$ cat src/rtl/mdu_pkg.sv
// Shared types and constants for the iterative multiply/divide unit.
package mdu_pkg;

    localparam int MDU_DATA_W = 32;

    localparam logic OP_MULT = 1'b0;
    localparam logic OP_DIV  = 1'b1;

    typedef enum logic [2:0] {
        IDLE,
        MUL,
        DIV,
        FIX,
        DONE
    } mdu_state_e;

    // Operation context captured at start; operands are not re-sampled afterwards.
    typedef struct packed {
        logic op;
        logic sign_a;
        logic sign_b;
    } mdu_req_t;

endpackage

$ cat src/rtl/mdu_cond_neg.sv
// Conditional two's-complement negation, used for operand magnitudes and result sign fix-up.
module mdu_cond_neg #(
    parameter int W = 32
) (
    input  logic [W-1:0] value,
    input  logic         neg_en,
    output logic [W-1:0] result
);

    assign result = neg_en ? (-value) : value;

endmodule

$ cat src/rtl/mult_div_unit.sv
// Iterative signed MULT/DIV: one shift-add or restoring-divide step per cycle on magnitudes,
// then a single sign-fix cycle that loads HI/LO.
module mult_div_unit
    import mdu_pkg::*;
#(
    parameter int DATA_W = MDU_DATA_W,
    parameter int CNT_W  = 6
) (
    input  logic              w_clk,
    input  logic              w_reset_n,
    input  logic              w_Start,
    input  logic              w_Op,
    input  logic [DATA_W-1:0] w_A,
    input  logic [DATA_W-1:0] w_B,
    output logic [DATA_W-1:0] w_Hi,
    output logic [DATA_W-1:0] w_Lo,
    output logic              w_Busy,
    output logic              w_Done,
    output logic              w_DivZero
);

    mdu_state_e          state;
    mdu_req_t            req;
    logic [CNT_W-1:0]    cnt;
    logic [DATA_W-1:0]   a_mag, b_mag, a_abs, b_abs;
    logic [DATA_W-1:0]   acc_hi, acc_lo;
    logic [DATA_W:0]     mul_sum, rem_sh, rem_sub;
    logic [2*DATA_W-1:0] prod_fix;
    logic [DATA_W-1:0]   quo_fix, rem_fix;

    mdu_cond_neg #(.W(DATA_W)) u_abs_a (.value(w_A), .neg_en(w_A[DATA_W-1]), .result(a_abs));
    mdu_cond_neg #(.W(DATA_W)) u_abs_b (.value(w_B), .neg_en(w_B[DATA_W-1]), .result(b_abs));

    mdu_cond_neg #(.W(2*DATA_W)) u_fix_prod (
        .value ({acc_hi, acc_lo}),
        .neg_en(req.sign_a ^ req.sign_b),
        .result(prod_fix)
    );
    mdu_cond_neg #(.W(DATA_W)) u_fix_quo (
        .value (acc_lo),
        .neg_en(req.sign_a ^ req.sign_b),
        .result(quo_fix)
    );
    // Remainder follows the dividend's sign.
    mdu_cond_neg #(.W(DATA_W)) u_fix_rem (
        .value (acc_hi),
        .neg_en(req.sign_a),
        .result(rem_fix)
    );

    // One extra bit keeps the carry of the add and the borrow of the trial subtract.
    assign mul_sum = {1'b0, acc_hi} + {1'b0, (acc_lo[0] ? a_mag : {DATA_W{1'b0}})};
    assign rem_sh  = {acc_hi, acc_lo[DATA_W-1]};
    assign rem_sub = rem_sh - {1'b0, b_mag};

    always_ff @(posedge w_clk) begin
        if (!w_reset_n) begin
            state     <= IDLE;
            req       <= '0;
            cnt       <= '0;
            a_mag     <= '0;
            b_mag     <= '0;
            acc_hi    <= '0;
            acc_lo    <= '0;
            w_Hi      <= '0;
            w_Lo      <= '0;
            w_Busy    <= 1'b0;
            w_Done    <= 1'b0;
            w_DivZero <= 1'b0;
        end else begin
            w_Done <= 1'b0;
            unique case (state)
                IDLE: if (w_Start) begin
                    req       <= '{op: w_Op, sign_a: w_A[DATA_W-1], sign_b: w_B[DATA_W-1]};
                    a_mag     <= a_abs;
                    b_mag     <= b_abs;
                    cnt       <= CNT_W'(DATA_W);
                    acc_hi    <= '0;
                    acc_lo    <= (w_Op == OP_DIV) ? a_abs : b_abs;
                    w_DivZero <= 1'b0;
                    if (w_Op == OP_DIV && w_B == '0) begin
                        state     <= DONE;
                        w_Done    <= 1'b1;
                        w_DivZero <= 1'b1;
                        w_Hi      <= w_A;
                        w_Lo      <= '1;
                    end else begin
                        state  <= (w_Op == OP_DIV) ? DIV : MUL;
                        w_Busy <= 1'b1;
                    end
                end
                MUL: begin
                    acc_hi <= mul_sum[DATA_W:1];
                    acc_lo <= {mul_sum[0], acc_lo[DATA_W-1:1]};
                    cnt    <= cnt - CNT_W'(1);
                    if (cnt == CNT_W'(1)) state <= FIX;
                end
                DIV: begin
                    if (!rem_sub[DATA_W]) begin
                        acc_hi <= rem_sub[DATA_W-1:0];
                        acc_lo <= {acc_lo[DATA_W-2:0], 1'b1};
                    end else begin
                        acc_hi <= rem_sh[DATA_W-1:0];
                        acc_lo <= {acc_lo[DATA_W-2:0], 1'b0};
                    end
                    cnt <= cnt - CNT_W'(1);
                    if (cnt == CNT_W'(1)) state <= FIX;
                end
                FIX: begin
                    if (req.op == OP_DIV) begin
                        w_Hi <= rem_fix;
                        w_Lo <= quo_fix;
                    end else begin
                        {w_Hi, w_Lo} <= prod_fix;
                    end
                    w_Busy <= 1'b0;
                    w_Done <= 1'b1;
                    state  <= DONE;
                end
                DONE: state <= IDLE;
                default: state <= IDLE;
            endcase
        end
    end

endmodule
$ cat config.mk
export PLATFORM = sky130hd
export DESIGN_NAME = mult_div_unit
export DESIGN_NICKNAME = d
export VERILOG_FILES = /design/src/rtl/mdu_pkg.sv /design/src/rtl/mdu_cond_neg.sv /design/src/rtl/mult_div_unit.sv
export SDC_FILE = /design/constraint.sdc
export NUM_CORES = 1
export LEC_CHECK = 0
export CAP_MARGIN = 20
export CORE_AREA = 3 3 171 173
export CTS_BUF_LIST = sky130_fd_sc_hd__clkbuf_2
export DETAILED_ROUTE_END_ITERATION = 10
export DIE_AREA = 0 0 174 176
export HOLD_SLACK_MARGIN = 0.03
export PLACE_DENSITY = 0.75
export SLEW_MARGIN = 20
export SYNTH_ARGS = -nofsm -noshare
export SYNTH_HDL_FRONTEND = slang
export SYNTH_SLANG_ARGS = --single-unit
$ cat constraint.sdc
create_clock -name w_clk -period 10.3 [get_ports w_clk]
set_input_delay 1.03 -clock w_clk [delete_from_list [all_inputs] [get_ports w_clk]]
set_output_delay 1.03 -clock w_clk [all_outputs]
set_load 0.01 [all_outputs]
# Yosys cells after proc, flatten, opt, wreduce, memory -nomap -nowiden
# Index checks and enable logic that the tools add are counted.
[totals] out_inout_bits=67 register_bits=207
[classes] muxes=34 n_addsub=8 n_eq_ne=8 reduce_logical=13 bitwise=1
[ops] operator="two-way mux 32 bit" n=15
[ops] operator="one-hot mux 32 bit (3 select lines)" n=2
[ops] operator="negation 32 bit" n=4
[ops] operator="one-hot mux 32 bit (2 select lines)" n=2
[ops] operator="two-way mux 64 bit" n=1
[ops] operator="negation 64 bit" n=1
[ops] operator="adder 32 x 32 -> 33 bit" n=1
[ops] operator="subtractor 33 x 32 -> 33 bit" n=1
[ops] operator="zero test 32 bit" n=1
[ops] operator="one-hot mux 6 bit (2 select lines)" n=1
[ops] operator="two-way mux 3 bit" n=3
[ops] operator="one-hot mux 3 bit (3 select lines)" n=1
[ops] operator="AND reduction 2 bit" n=4
[ops] operator="equality test 3 x 2 -> 1 bit, second input constant" n=2
[ops] operator="equality test 6 x 1 -> 1 bit, second input constant" n=1
[ops] operator="two-way mux 6 bit" n=1
[ops] operator="inequality test 2 bit, second input constant" n=3
[ops] operator="AND reduction 3 bit" n=2
[ops] operator="subtractor 6 x 1 -> 6 bit, second input constant" n=1
[ops] operator="two-way mux 1 bit" n=5
[ops] operator="one-hot mux 1 bit (2 select lines)" n=2
[ops] operator="nonzero test 2 bit" n=2
[ops] operator="equality test 3 x 1 -> 1 bit, second input constant" n=1
[ops] operator="zero test 3 bit" n=1
[ops] operator="other kinds (6)" n=6

# Logic depth before layout (Yosys ltp)
[depth] word_depth=5 depth_mapped=16 ltp_nobuf=14

# Hierarchy
# A second synthesis with hierarchy kept.
[unflattened] cells_unflattened=2316 area_unflattened_um2=17708.2
[modules_own_cells] mod="mult_div_unit" area_per_inst_um2=13101.3 instances=1 cells_per_inst=1675 seq_area_each_um2=4144.0
[modules_own_cells] mod="mdu_cond_neg at u_abs_a ..." area_per_inst_um2=767.0 instances=4 cells_per_inst=108 seq_area_each_um2=0.0
[modules_own_cells] mod="mdu_cond_neg at u_fix_prod" area_per_inst_um2=1539.0 instances=1 cells_per_inst=209 seq_area_each_um2=0.0

# Worst setup path before layout
# OpenSTA, ideal clock, no wires.
[synth_path] path_kind="input-to-reg" startpoint="in w_A[10]" endpoint="reg acc_lo[29]" path_buffers=0 cell_stages=10 required_time_ns=10.170 arrival_ns=3.842 setup_slack_ns=6.328 path_cell_list="or4_4 > or4_4 > or4_1 > or3_1 > or2_1 > o21ai_0 > xor2_1 > a21oi_1 > a221oi_1 > a21oi_1"
[synth_between] elab_chain_len=5
[synth_lines] element="from (decl)" line="mult_div_unit.sv:13" text="input logic [DATA_W-1:0] w_A,"
[synth_lines] element="negation 32 bit" line="mdu_cond_neg.sv:10" text="assign result = neg_en ? (-value) : value;"
[synth_lines] element="two-way mux 32 bit" line="mdu_cond_neg.sv:10"
[synth_lines] element="two-way mux 32 bit" line="mult_div_unit.sv:79" text="acc_lo <= (w_Op == OP_DIV) ? a_abs : b_abs;"
[synth_lines] element="two-way mux 32 bit" line="mult_div_unit.sv:73" text="IDLE: if (w_Start) begin"
[synth_lines] element="one-hot mux 32 bit (3 select lines)" line="mult_div_unit.sv:72" text="unique case (state)"
[synth_lines] element="to (signal assigned)" line="mult_div_unit.sv:79"
[synth_lines] element="to (signal assigned)" line="mult_div_unit.sv:94" text="acc_lo <= {mul_sum[0], acc_lo[DATA_W-1:1]};"
[synth_lines] element="to (signal assigned)" line="mult_div_unit.sv:101" text="acc_lo <= {acc_lo[DATA_W-2:0], 1'b1};"
[synth_lines] element="to (decl)" line="mult_div_unit.sv:26" text="logic [DATA_W-1:0] acc_hi, acc_lo;"
# Every way passes these cells. The select of a mux whose other input is x is not followed.
# A chain may end at the register's enable or synchronous reset.

# Final worst setup path
[layout_path] startpoint="in w_B[14]" endpoint="reg w_Hi[23]"
[layout_between] elab_chain_len=4
[layout_lines] element="from (decl)" line="mult_div_unit.sv:14" text="input logic [DATA_W-1:0] w_B,"
[layout_lines] element="zero test 32 bit" line="mult_div_unit.sv:81" text="if (w_Op == OP_DIV && w_B == '0) begin"
[layout_lines] element="logical AND 1 bit" line="mult_div_unit.sv:81"
[layout_lines] element="inequality test 2 bit (no line)"
[layout_lines] element="AND reduction 3 bit (no line)"
[layout_lines] element="to (signal assigned)" line="mult_div_unit.sv:85" text="w_Hi <= w_A;"
[layout_lines] element="to (signal assigned)" line="mult_div_unit.sv:111" text="w_Hi <= rem_fix;"
[layout_lines] element="to (signal assigned)" line="mult_div_unit.sv:114" text="{w_Hi, w_Lo} <= prod_fix;"
[layout_lines] element="to (decl)" line="mult_div_unit.sv:15" text="output logic [DATA_W-1:0] w_Hi,"
# Every way passes these cells.

==> results.toml <==
[outcome]
status = "complete, no violations"

[sta]
maxSlewViolCount = 0
slew_headroom_pct = 33.18
finalCritPeriodShare_pct = 49.17
finClkSkew_ns = 0.06539
hold_viol_final = 0
finalCriticalPeriod_ns = 5.065
tns_ns = 0
layout_setup_ws_ns = 5.235
tightest_slew_ns = 0.9985
finalSetupViolCount = 0
rsz0062_at_grt = "no"
timing.fmax_mhz = 197.4

[floorplanning]
row_count = 61
core_area_mm2 = 0.02778
die_w_um = 174
initial_core_util_pct = 53.71
die_h_um = 176
num_io_pins = 135
dieArea_mm2 = 0.03062

[power]
p_leak_nw = 6.603
power_density_mw_per_mm2 = 153.6
worst_ir_drop_vdd_mv = 0.08670
total_power_mw = 2.595

[synthesis]
async_flop_share_pct = 0
ys.flop_type = "dfxtp_1"
synth_nets = 2061
yosysUniqueCellTypes = 74
ys_ff_latch = 207
synth_edf_count = 0
ys_warn_count = 0
syn_area_mm2 = 0.01492
yosysSeqAreaShare_pct = 27.77
syn_inst = 1921
synth.avg_cell_area_um2 = 7.768

[global_routing]
grt_pass1_vias = 14480
grt_overflow = 0
grt_pass1_wl_um = 80440
grt_antenna_before_repair = 2
grtUsageTotal_pct = 32.69
grt_max_degree = 91

[critical_path]
critical_path_class = "input pin to register"
cp.required_ns = 11.06
critPathLaunchType = "input pin"
worstPathMaxFanout = 63
worstPathArrival_ns = 5.82
r2r-end = "acc_hi[30]$_SDFFE_PN0P_"
endpoint_kind = "register"
ff2ff_path_depth = 14
rrSetupSlack_ns = 5.46
rr_startpoint = "acc_lo[31]$_SDFFE_PN0P_"

[drt]
wire_per_inst_um = 21.54
drt_first_iter_violations = 1734
routed_wl_um = 52090
drc = 0
num_vias = 15440
ant_nets = 0
viasPerCell = 6.381
detail_route.first_pass.iterations = 9

[clock_network]
cts_tree = "yes"
clk_latency_ns = 0.88
ctsHoldBuffers = 0
clock-root-buffer = "clkbuf_2"
cts_sinks = 207
numCtsBuffers = 57
path_clk_slew_ns = 0.11
h-tree-depth = 2
cts_setup_buffers = 0
cts_buffer_depth = 3
cts-resized-gates = 0

[placement]
dp_hpwl_um = 38580
pre_cts_ws_ns = 4.530
io_buffers = 134
globalplace.congestion = 0.9674

[min_path]
min_to = "a_mag[0]$_SDFFE_PN0P_"
hold_class = "register to register"
min_path_cells = 2
hp-start = "a_mag[0]$_SDFFE_PN0P_"

[final_layout]
fillers = 2623
nets = 2139
area_growth_pct = 13.20
drive_above_1_share_pct = 9.069
fin_util_pct = 60.80

[run]
drv_cap = 0
==> metrics by stage <==
stage / cell area [µm²] / hold slack (ns) / std cells
floorplan: 14920 / 0.4317 / 1921
global placement: 16390 / 0.4368 / 2318
detailed placement: 16390 / 0.4461 / 2318
CTS: 16890 / 0.4600 / 2418
global route: 16890 / 0.4952 / 2419
finish: 16890 / 0.4570 / 2419
==> layout make-up <==
cell class                      count  area, µm²  area share, %
Sequential cell                   207       4144          24.53
Tap cell                          378      473.0          2.800
Clock buffer                       78      390.4          2.311
Timing Repair Buffer              155       1484          8.785
Multi-Input combinational cell   1512      10030          59.40
Inverter                           66      250.2          1.481
Clock inverter                     22      113.9         0.6741
Antenna cell                        1      2.502        0.01481
==> layer usage <==
layer / wire length (µm) / track usage [%] / vias to the layer above / part of all wire (%)
li1: - / - / 7256 / -
met1: 21860 / 43.72 / 7295 / 42
met2: 23740 / 52.70 / 753 / 46
met3: 4503 / 5.570 / 130 / 8.6
met4: 1987 / 13.07 / 2 / 3.8
met5: 11 / 0 / - / 0.021
==> worst max-delay path, cell delays in order <==
cell and delay [ns]:
clkdlybuf4s50_1 0.46, or4_1 0.60, nor3_1 0.67, nand3_1 0.25
or3_1 0.45, or3b_1 0.44, nor3b_2 0.26, nand3b_1 0.20
a21oi_4 0.18, buf_4 0.55, nand2_1 0.43, o21ai_0 0.27
==> registers in the layout, summed over array words and instances, names as in the netlist, 6 cells and up <==
signal / flops
a_mag: 32
acc_hi: 32
acc_lo: 32
b_mag: 32
cnt: 6
w_Hi: 32
w_Lo: 32
==> where the power goes <==
group / switching [mW] / leakage [nW] / internal (mW) / total [mW]
Sequential: 0.0943 / 1.69 / 0.871 / 0.965
Clock: 0.369 / 0.380 / 0.231 / 0.600
Combinational: 0.623 / 4.53 / 0.407 / 1.03
Total: 1.09 / 6.60 / 1.51 / 2.59
==> cells in the mapped netlist (all sizes together) (5+ instances only) <==
| cell type | count | area, µm² |
|---|---|---|
| dfxtp | 207 | 4144 |
| nor2 | 183 | 686.9 |
| a21oi | 169 | 857.1 |
| nand2 | 150 | 563.0 |
| o21ai | 139 | 695.7 |
| clkbuf | 118 | 442.9 |
| xnor2 | 89 | 779.5 |
| xor2 | 83 | 727.0 |
| ha | 70 | 875.8 |
| a211oi | 67 | 508.0 |
| inv | 66 | 247.7 |
| nand3 | 41 | 205.2 |
| nor3 | 40 | 200.2 |
| and2 | 35 | 219.0 |
| a22oi | 31 | 232.7 |
| mux2i | 31 | 310.3 |
| o221a | 31 | 349.1 |
| o31ai | 27 | 202.7 |
| a21o | 26 | 195.2 |
| a31oi | 25 | 156.4 |
| o211ai | 25 | 187.7 |
| mux2 | 20 | 225.2 |
| o41ai | 20 | 175.2 |
| or4 | 20 | 161.4 |
| buf | 18 | 81.33 |
| a221oi | 17 | 148.9 |
| or3 | 15 | 93.84 |
| nand2b | 14 | 87.58 |
| nand4 | 13 | 81.33 |
| nor2b | 11 | 68.82 |
| a222oi | 10 | 100.1 |
| and3 | 10 | 62.56 |
| nor4 | 9 | 68.81 |
| o21bai | 9 | 67.56 |
| o21a | 8 | 60.06 |
| or2 | 7 | 43.80 |
| a311oi | 6 | 52.55 |
| a221o | 5 | 50.05 |
| o22ai | 5 | 31.28 |
==> cell usage in the layout (no fill, tap or decap), types with 10 or more instances in the layout <==
| master | instances |
|---|---|
| inv_1 | 65 |
| nor2b_1 | 11 |
| nor2_1 | 180 |
| a222oi_1 | 10 |
| a22oi_1 | 31 |
| a221oi_1 | 17 |
| a211oi_1 | 66 |
| nand4_1 | 13 |
| nand2_1 | 150 |
| mux2_2 | 20 |
| o21ai_1 | 13 |
| o21ai_0 | 126 |
| clkinv_1 | 17 |
| o221a_2 | 31 |
| dfxtp_1 | 207 |
| a31oi_1 | 25 |
| o41ai_1 | 20 |
| mux2i_1 | 31 |
| o31ai_1 | 27 |
| xor2_1 | 83 |
| ha_1 | 70 |
| or3_1 | 15 |
| clkbuf_2 | 78 |
| a21oi_1 | 168 |
| a21o_1 | 26 |
| buf_4 | 21 |
| nand3_1 | 40 |
| clkdlybuf4s50_1 | 131 |
| o211ai_1 | 25 |
| xnor2_1 | 89 |
| nor3_1 | 39 |
| and2_1 | 35 |
| or4_1 | 17 |
| nand2b_1 | 14 |
==> how the worst max path moves through the flow <==
stage	start	slack, ns	to	cells past startpoint
final	w_B[14]	5.24	w_Hi[23]$_SDFFE_PN0P_	12
after global routing	w_B[14]	4.97	w_Hi[23]$_SDFFE_PN0P_	12
after CTS	w_B[14]	5.39	w_Hi[23]$_SDFFE_PN0P_	12
after detailed placement	w_B[14]	4.53	w_Hi[23]$_SDFFE_PN0P_	12
after global placement	w_B[14]	4.67	w_Hi[21]$_SDFFE_PN0P_	12
after floorplan	w_A[10]	6.33	acc_lo[29]$_SDFFE_PN0P_	10
==> kinds of logic (layout without fill, tap and decap cells) <==
| family | count (synthesis) | in the layout | synth area share, % |
|---|---|---|---|
| muxes | 51 | 51 | 3.589 |
| AOI/OAI and AO/OA | 655 | 655 | 29.35 |
| xor gates and xnor gates | 172 | 172 | 10.10 |
| other | 0 | 1 | 0 |
| adders and majority gates | 72 | 72 | 6.138 |
| and+or+nand+nor | 562 | 562 | 17.89 |
| DFF | 207 | 207 | 27.77 |
| buffers and inverters | 202 | 321 | 5.174 |
Power figures use the tool's default switching activity.
